==> src/rtl/mc_ctrl_pkg.sv <==
// Shared constants for the multi-cycle MIPS controller: opcodes, state encodings
// and datapath mux select values.
package mc_ctrl_pkg;

   localparam logic [5:0] OP_RTYPE = 6'h00;
   localparam logic [5:0] OP_J     = 6'h02;
   localparam logic [5:0] OP_BEQ   = 6'h04;
   localparam logic [5:0] OP_ADDI  = 6'h08;
   localparam logic [5:0] OP_LW    = 6'h23;
   localparam logic [5:0] OP_SW    = 6'h2B;

   typedef enum logic [3:0] {
      StRst    = 4'd0,
      StFetch  = 4'd1,
      StDecode = 4'd2,
      StMemAdr = 4'd3,
      StMemRd  = 4'd4,
      StMemWb  = 4'd5,
      StMemWr  = 4'd6,
      StExec   = 4'd7,
      StAluWb  = 4'd8,
      StBranch = 4'd9,
      StAddiEx = 4'd10,
      StAddiWb = 4'd11,
      StJump   = 4'd12
   } state_e;

   localparam logic [1:0] ALU_ADD   = 2'b00;
   localparam logic [1:0] ALU_SUB   = 2'b01;
   localparam logic [1:0] ALU_FUNCT = 2'b10;

   localparam logic [1:0] SRCB_REG     = 2'b00;
   localparam logic [1:0] SRCB_FOUR    = 2'b01;
   localparam logic [1:0] SRCB_IMM     = 2'b10;
   localparam logic [1:0] SRCB_IMM_SH2 = 2'b11;

   localparam logic [1:0] PC_ALU    = 2'b00;
   localparam logic [1:0] PC_ALUOUT = 2'b01;
   localparam logic [1:0] PC_JUMP   = 2'b10;

   // States that stall on the memory handshake.
   function automatic logic is_wait_state(state_e s);
      return (s == StFetch) || (s == StMemRd) || (s == StMemWr);
   endfunction

endpackage

==> src/rtl/mc_wait_timer.sv <==
// Memory stall counter: counts cycles spent waiting in a memory state and flags
// expiry once WAIT_MAX stalls have elapsed without mem_ready.
module mc_wait_timer
   import mc_ctrl_pkg::*;
#(
   parameter int unsigned WAIT_MAX = 255,
   parameter int unsigned CNT_W    = 8
) (
   input  logic   clk,
   input  logic   rst_n,
   input  state_e state,
   input  logic   mem_ready,
   input  logic   state_chg,
   output logic   expired
);

   localparam logic [CNT_W-1:0] MaxCnt = CNT_W'(WAIT_MAX);

   logic [CNT_W-1:0] cnt_d, cnt_q;
   logic             in_wait;

   always_comb begin
      in_wait = is_wait_state(state);
      expired = (WAIT_MAX != 0) && in_wait && !mem_ready && (cnt_q == MaxCnt);
      cnt_d   = cnt_q;
      // With the timeout disabled the counter simply wraps; nothing observes it.
      if (!in_wait || mem_ready || state_chg || expired) begin
         cnt_d = '0;
      end else begin
         cnt_d = cnt_q + 1'b1;
      end
   end

   always_ff @(posedge clk or negedge rst_n) begin
      if (!rst_n) begin
         cnt_q <= '0;
      end else begin
         cnt_q <= cnt_d;
      end
   end

endmodule

==> src/rtl/mc_ctrl_fsm.sv <==
// Multi-cycle MIPS main controller: sequences memory, ALU and register-file
// resources one instruction at a time, with a memory-stall timeout.
module mc_ctrl_fsm
   import mc_ctrl_pkg::*;
#(
   parameter int unsigned WAIT_MAX = 255,
   parameter int unsigned CNT_W    = 8
) (
   input  logic       clk,
   input  logic       rst_n,
   input  logic [5:0] op,
   input  logic       zero,
   input  logic       mem_ready,
   output logic       iord,
   output logic       mem_rd,
   output logic       mem_wr,
   output logic       ir_wr,
   output logic       reg_dst,
   output logic       mem_to_reg,
   output logic       reg_wr,
   output logic       alu_src_a,
   output logic [1:0] alu_src_b,
   output logic [1:0] alu_op,
   output logic [1:0] pc_src,
   output logic       pc_en,
   output logic       illegal,
   output logic       bus_err,
   output logic [3:0] state_o
);

   state_e state_d, state_q;
   logic   illegal_d, illegal_q;
   logic   bus_err_d, bus_err_q;
   logic   expired;

   mc_wait_timer #(
      .WAIT_MAX (WAIT_MAX),
      .CNT_W    (CNT_W)
   ) u_wait_timer (
      .clk       (clk),
      .rst_n     (rst_n),
      .state     (state_q),
      .mem_ready (mem_ready),
      .state_chg (state_d != state_q),
      .expired   (expired)
   );

   always_comb begin
      state_d   = state_q;
      illegal_d = 1'b0;
      bus_err_d = 1'b0;
      case (state_q)
         StRst:    state_d = StFetch;
         StFetch: begin
            if (mem_ready) begin
               state_d = StDecode;
            end else if (expired) begin
               state_d   = StFetch;
               bus_err_d = 1'b1;
            end
         end
         StDecode: begin
            case (op)
               OP_LW, OP_SW: state_d = StMemAdr;
               OP_RTYPE:     state_d = StExec;
               OP_BEQ:       state_d = StBranch;
               OP_ADDI:      state_d = StAddiEx;
               OP_J:         state_d = StJump;
               default: begin
                  state_d   = StFetch;
                  illegal_d = 1'b1;
               end
            endcase
         end
         StMemAdr: state_d = (op == OP_LW) ? StMemRd : StMemWr;
         StMemRd: begin
            if (mem_ready) begin
               state_d = StMemWb;
            end else if (expired) begin
               state_d   = StFetch;
               bus_err_d = 1'b1;
            end
         end
         StMemWr: begin
            if (mem_ready) begin
               state_d = StFetch;
            end else if (expired) begin
               state_d   = StFetch;
               bus_err_d = 1'b1;
            end
         end
         StMemWb, StAluWb, StBranch, StAddiWb, StJump: state_d = StFetch;
         StExec:   state_d = StAluWb;
         StAddiEx: state_d = StAddiWb;
         default:  state_d = StRst;
      endcase
   end

   always_ff @(posedge clk or negedge rst_n) begin
      if (!rst_n) begin
         state_q   <= StRst;
         illegal_q <= 1'b0;
         bus_err_q <= 1'b0;
      end else begin
         state_q   <= state_d;
         illegal_q <= illegal_d;
         bus_err_q <= bus_err_d;
      end
   end

   always_comb begin
      iord       = 1'b0;
      mem_rd     = 1'b0;
      mem_wr     = 1'b0;
      ir_wr      = 1'b0;
      reg_dst    = 1'b0;
      mem_to_reg = 1'b0;
      reg_wr     = 1'b0;
      alu_src_a  = 1'b0;
      alu_src_b  = SRCB_REG;
      alu_op     = ALU_ADD;
      pc_src     = PC_ALU;
      pc_en      = 1'b0;
      case (state_q)
         StFetch: begin
            mem_rd    = 1'b1;
            alu_src_b = SRCB_FOUR;
            // A timed-out fetch must neither load IR nor advance PC.
            ir_wr     = mem_ready;
            pc_en     = mem_ready;
         end
         StDecode: alu_src_b = SRCB_IMM_SH2;
         StMemAdr, StAddiEx: begin
            alu_src_a = 1'b1;
            alu_src_b = SRCB_IMM;
         end
         StMemRd: begin
            iord   = 1'b1;
            mem_rd = 1'b1;
         end
         StMemWb: begin
            mem_to_reg = 1'b1;
            reg_wr     = 1'b1;
         end
         StMemWr: begin
            iord   = 1'b1;
            mem_wr = 1'b1;
         end
         StExec: begin
            alu_src_a = 1'b1;
            alu_op    = ALU_FUNCT;
         end
         StAluWb: begin
            reg_dst = 1'b1;
            reg_wr  = 1'b1;
         end
         StBranch: begin
            alu_src_a = 1'b1;
            alu_op    = ALU_SUB;
            pc_src    = PC_ALUOUT;
            pc_en     = zero;
         end
         StAddiWb: reg_wr = 1'b1;
         StJump: begin
            pc_src = PC_JUMP;
            pc_en  = 1'b1;
         end
         default: ;
      endcase
   end

   assign illegal = illegal_q;
   assign bus_err = bus_err_q;
   assign state_o = state_q;

endmodule

==> config.mk <==
export PLATFORM = sky130hd
export DESIGN_NAME = mc_ctrl_fsm
export DESIGN_NICKNAME = d
export VERILOG_FILES = /design/src/rtl/mc_ctrl_pkg.sv /design/src/rtl/mc_wait_timer.sv /design/src/rtl/mc_ctrl_fsm.sv
export SDC_FILE = /design/constraint.sdc
export NUM_CORES = 1
export LEC_CHECK = 0
export CAP_MARGIN = 20
export CORE_UTILIZATION = 50
export CTS_CLUSTER_DIAMETER = 40
export DETAILED_ROUTE_END_ITERATION = 7
export DONT_BUFFER_PORTS = 1
export PLACE_DENSITY_LB_ADDON = 0.3
export SYNTH_ARGS = -nofsm -noshare
export SYNTH_HDL_FRONTEND = slang
export SYNTH_SLANG_ARGS = --single-unit
==> constraint.sdc <==
create_clock -name clk -period 1.4 [get_ports clk]
set_input_delay 0.28 -clock clk [delete_from_list [all_inputs] [get_ports clk]]
set_output_delay 0.28 -clock clk [all_outputs]
set_load 0.02 [all_outputs]
==> metrics.md, run 1 <==
| Metric | Value |
|---|---|
| Syn Area/Cell | 8.19 um^2 |
| Register bit total from synthesis | 14 |
| Post-synth ARST share | 100% |
| Leading area contributor after synthesis | dfrtp_1 |
| CTS Buffer Depth | 2 |
| Status | did not finish |
| Overall die width | 46.5 um |
| Initial Utilization | 55.6% |
| Ys Warns | 0 |
| Top FF cell, synth | dfrtp_1 |
| Root Buffer | clkbuf_4 |
| Gate Count Post-Synth | between 100 and 150 |
| IO Port Bufs | 0 |
| Mapped Area | 991 um^2 |
| Post-synth top area share | 35.4% |
| Io pins | 31 |
| Initial antenna violation count | 0 |
| Clock Sinks | 14 |
| DP HPWL | 1.80 mm |
| Error | [ERROR DPL-0033] detailed placement checks failed during check placement. |
| GRT worst endpoint | reg_wr |
| Syn_nets | about 130 |
| Synth top area cells | dfrtp_1 (35%), nor2_1 (8.0%), nand2b_1 (4.4%), nand2_1 (3.8%), xnor2_1 (3.5%) |
| TritonCTS buffer count | 3 |
| Stop stage | global routing |
| Inst Count DP | roughly 170 |
| Sequential area share after synthesis | 35.4% |
| Worst EP Category | top-level output |
| Post-synth EDFFs | 0 |
| H-tree depth | 1 |
| Post-synth top cells | nor2_1 (21), dfrtp_1 (14), nand2_1 (10) |
| Most numerous cell in the Yosys netlist | nor2_1 |
| Chip Height | between 40 and 50 um |
| Count of cell types in the netlist | 38 |
| Gpl congestion | 0.842 |
| Cell Rows | 15 |
| Largest net degree at the start of global routing | 15 |
-- per-stage QoR --
stage | setup slack, ns | instance area (um^2) | hold WS, ns | setup TNS (ns)
after floorplan | -0.150 | 1080 | -0.0156 | -0.376
after global placement | 0.0230 | 1270 | -0.0153 | 0
after detailed placement | 0.00920 | 1270 | -0.0154 | 0
after CTS | -0.249 | 1490 | 0.174 | -2.58
-- cell families after synthesis --
group | after synthesis | share of synthesized area [%]
simple gates | 64 | 33.6
compound gates | 24 | 16.2
flops | 14 | 35.4
buf+inv | 10 | 6.56
xor+xnor | 8 | 7.07
fa+ha+maj | 1 | 1.26
-- what timing repair did --
action                                  4_1_cts
resized for setup                            31
hold buffers                                  1
gates cloned                                  0
buffers inserted                             11
pin swaps                                     9
endpoints found under the setup margin       16
hold endpoints to repair                     14
==> run 2: changes to the inputs <==
- CORE_AREA: default -> 2 2 63 65
- CORE_UTILIZATION: 50 -> default
- CTS_CLUSTER_DIAMETER: 40 -> default
- DIE_AREA: default -> 0 0 65 67
- PLACE_DENSITY_LB_ADDON: 0.3 -> 0.15
- clock period: 1.4 -> 1.82 ns (I/O delays scaled with it)
==> run 2 against run 1 <==
  * The flow now finishes without violations
  * Synthesized cell count is the same
  * Synthesized area is the same
==> metrics.md, run 2 <==
| Metric | Value |
|---|---|
| Status | finished clean |
| Syn_nets | roughly 130 |
| Most common cell after layout, fill and taps aside | buf_4 |
| Total track usage | 12.3% |
| Post-synth EDFFs | 0 |
| Top FF cell, synth | dfrtp_1 |
| Sequential area share after synthesis | 35.4% |
| WHS | 0.269 ns |
| Main combinational cell family by area after synthesis | simple AND/OR/NAND/NOR gates |
| Max Clk Rate | 581 MHz |
| Min-delay worst type | primary input to flop |
| Synth Area in Simple Gates | 33.6% |
| Worst hold stages | 1 |
| Leading area contributor after synthesis | dfrtp_1 |
| R2R depth | 6 |
| DP HPWL | 1.88 mm |
| Most numerous cell in the Yosys netlist | nor2_1 |
| Number of global-route vias before repair | 873 |
| Core region area | 3610 um^2 |
| Overall die width | 65 um |
| Slew of the pin with the lowest slew margin | roughly 0.64 ns |
| Final instance area | 1270 um^2 |
| Seq pwr share | a little over a quarter |
| Final WL | 2.51 mm |
| Worst slew margin | 57.2% |
| Initial antenna violation count | 0 |
| GRT overflow | 0 |
| Most frequent cells in the layout | buf_4 (24), nor2_1 (19), nand2_1 (10), dfrtp_1 (10), nand2b_1 (7) |
| IO Port Bufs | 0 |
| H-tree depth | 1 |
| Setup TNS | 0 ns |
| Peak supply drop | 519 uV |
| Tcrit/Tclk final | 94.6% |
| Slew Limit Fails | 0 |
| Static Leakage | approximately 0.56 nW |
| Clock Sinks | 14 |
| Via density | roughly 4.8 |
| Inst Count DP | 181 |
| M1 WL | 1.15 mm |
| Max FFs per register | 8 |
| Register bit total from synthesis | 14 |
| Met2 wire len | 1.22 mm |
| First-pass GRT wire length | roughly 4.1 mm |
| Adder-cell share of the synthesized area | under 10% |
| Post-DP Area | about 1100 um^2 |
| Top Layer Used | met4 |
| Drt drc | 0 |
| Gate Count Post-Synth | 121 |
| # diodes | 0 |
| Die area | 4360 um^2 |
| Comb pwr share | 57.4% |
| Max_cap viols | 0 |
| Type of destination of the critical path | output port |
| # nets final | 157 |
| Switching Share | a little over two fifths |
| P_sw | 0.000797 W |
| Worst Setup Path Type | flop to output port |
| Post-synthesis xor/xnor area fraction | 7.07% |
| Routed wl met3 | ~110 um |
| Internal power | 0.00103 W |
| Io pins | 31 |
| Arrival @ worst endpoint | between 1 and 1.5 ns |
| Layout Cells excl Fill | 193 |
| Post-synth top cells | nor2_1 (21), dfrtp_1 (14), nand2_1 (10) |
| Drt first pass iters | 4 |
| Count of cell types in the netlist | 38 |
| Compound-Gate Fraction of Synth Area | between 10% and 20% |
| Synth top area cells | dfrtp_1 (35%), nor2_1 (8.0%), nand2b_1 (4.4%), nand2_1 (3.8%), xnor2_1 (3.5%) |
| Post-synth top area share | 35.4% |
| Clock transition at path regs | 0.06 ns |
| Synthesis-to-layout area growth | 28.5% |
| Clk_lat worst skew | roughly 0.24 ns |
| TritonCTS buffer count | 3 |
| Initial DRC Count | 19 |
| Mapped Area | a little under 1000 um^2 |
| Initial Utilization | 27.5% |
| Final hold vios | 0 |
| CTS Buffer Depth | 2 |
| Via count | 918 |
| Final setup fails | 0 |
| Ys Warns | 0 |
| CP Max Fanout | 7 |
| Cell Rows | 22 |
| PwrDens | 1440 nW/um^2 |
| Clock Skew | 0.000490 ns |
| Clock Power Share | 16.5% |
| Routed len/inst | 13.0 um |
| Largest Register | u_wait_timer.cnt_q |
| Chip Height | 67 um |
| CTS tree | yes |
| Crit path time final | 1.72 ns |
| Startpoint Class | flop |
| Post-DRT Antenna Nets | 0 |
| Largest net degree at the start of global routing | 15 |
| Root Buffer | clkbuf_8 |
| Post-synth ARST share | between 90% and 100% |
| Gpl congestion | 0.711 |
| Proportion of synthesized area in mux cells | 0% |
| Pwr Total | about 0.0018 W |
| Layout cell share with drive strength beyond 1 | 29.7% |
| Syn Area/Cell | approximately 8 um^2 |
| Worst EP required | 1.46 ns |
==> run 2: cell counts after synthesis <==
No cell type changed its count.
==> run 2: cells by family after synthesis <==
family	after synthesis
DFF	14
adders and majority gates	1
xor gates and xnor gates	8
buffers and inverters	10
and+or+nand+nor	64
AOI/OAI and AO/OA	24
==> run 2: per-stage QoR <==
stage	utilization (%)	worst slack [ns]
after floorplan	-	-0.0763
after global placement	31.8	0.231
after detailed placement	31.8	0.216
after CTS	33.7	0.0260
after global routing	35.3	-0.000703
final	35.3	0.0977
==> run 2: per-layer routing <==
| layer | up-vias | GRT usage, % |
|---|---|---|
| met1 | 428 | 15.2 |
| li1 | 466 | - |
| met5 | - | 0 |
| met4 | 0 | 4.52 |
| met2 | 22 | 19.8 |
| met3 | 2 | 4.05 |
==> run 2: worst max-delay path, cell delays in order, from the launching register on <==
cell     delay [ns]
dfrtp_2        0.45
nor2b_2        0.18
and3_1         0.18
a211o_1        0.31
==> run 2: power by group through the flow <==
stage,clock network [W],logic [W],registers [W]
4_1_cts,0.000312,0.000915,0.000499
3_3_place_gp,0,0.000905,0.000496
3_5_place_dp,0,0.000902,0.000499
2_1_floorplan,0,0.000670,0.000469
5_1_grt,0.000336,0.00114,0.000494
6_report,0.000302,0.00105,0.000477
==> run 2: path summary, 6_finish.rpt <==
check / slack, ns / from / endpoint
max in group asynchronous: 0.79 / rst_n / state_o[0]
min in group asynchronous: 0.58 / rst_n / u_wait_timer.cnt_q[3]
hold / removal: 0.27 / mem_ready / state_o[0]
hold reg to reg: 0.49 / u_wait_timer.cnt_q[0] / u_wait_timer.cnt_q[0]
setup reg to reg: 0.19 / state_o[0] / state_o[1]
setup / recovery: 0.1 / state_o[0] / pc_en
==> run 2: layout make-up <==
type	count	area (um^2)
Sequential cell	14	355
Timing Repair Buffer	26	195
Fill cell	389	2330
Tap cell	48	60.1
Clock buffer	4	55.1
Multi-Input combinational cell	97	593
Inverter	4	15.0
==> run 2: repair_timing <==
action                                 4_1_cts  5_1_grt
hold buffers                                 1        0
pin swaps                                    0        1
endpoints found under the hold margin       14        0
setup endpoints to repair                    2        6
buffers inserted                             0        7
gates resized for setup                      3        4
Note: power is estimated with default switching activity, not from simulation.
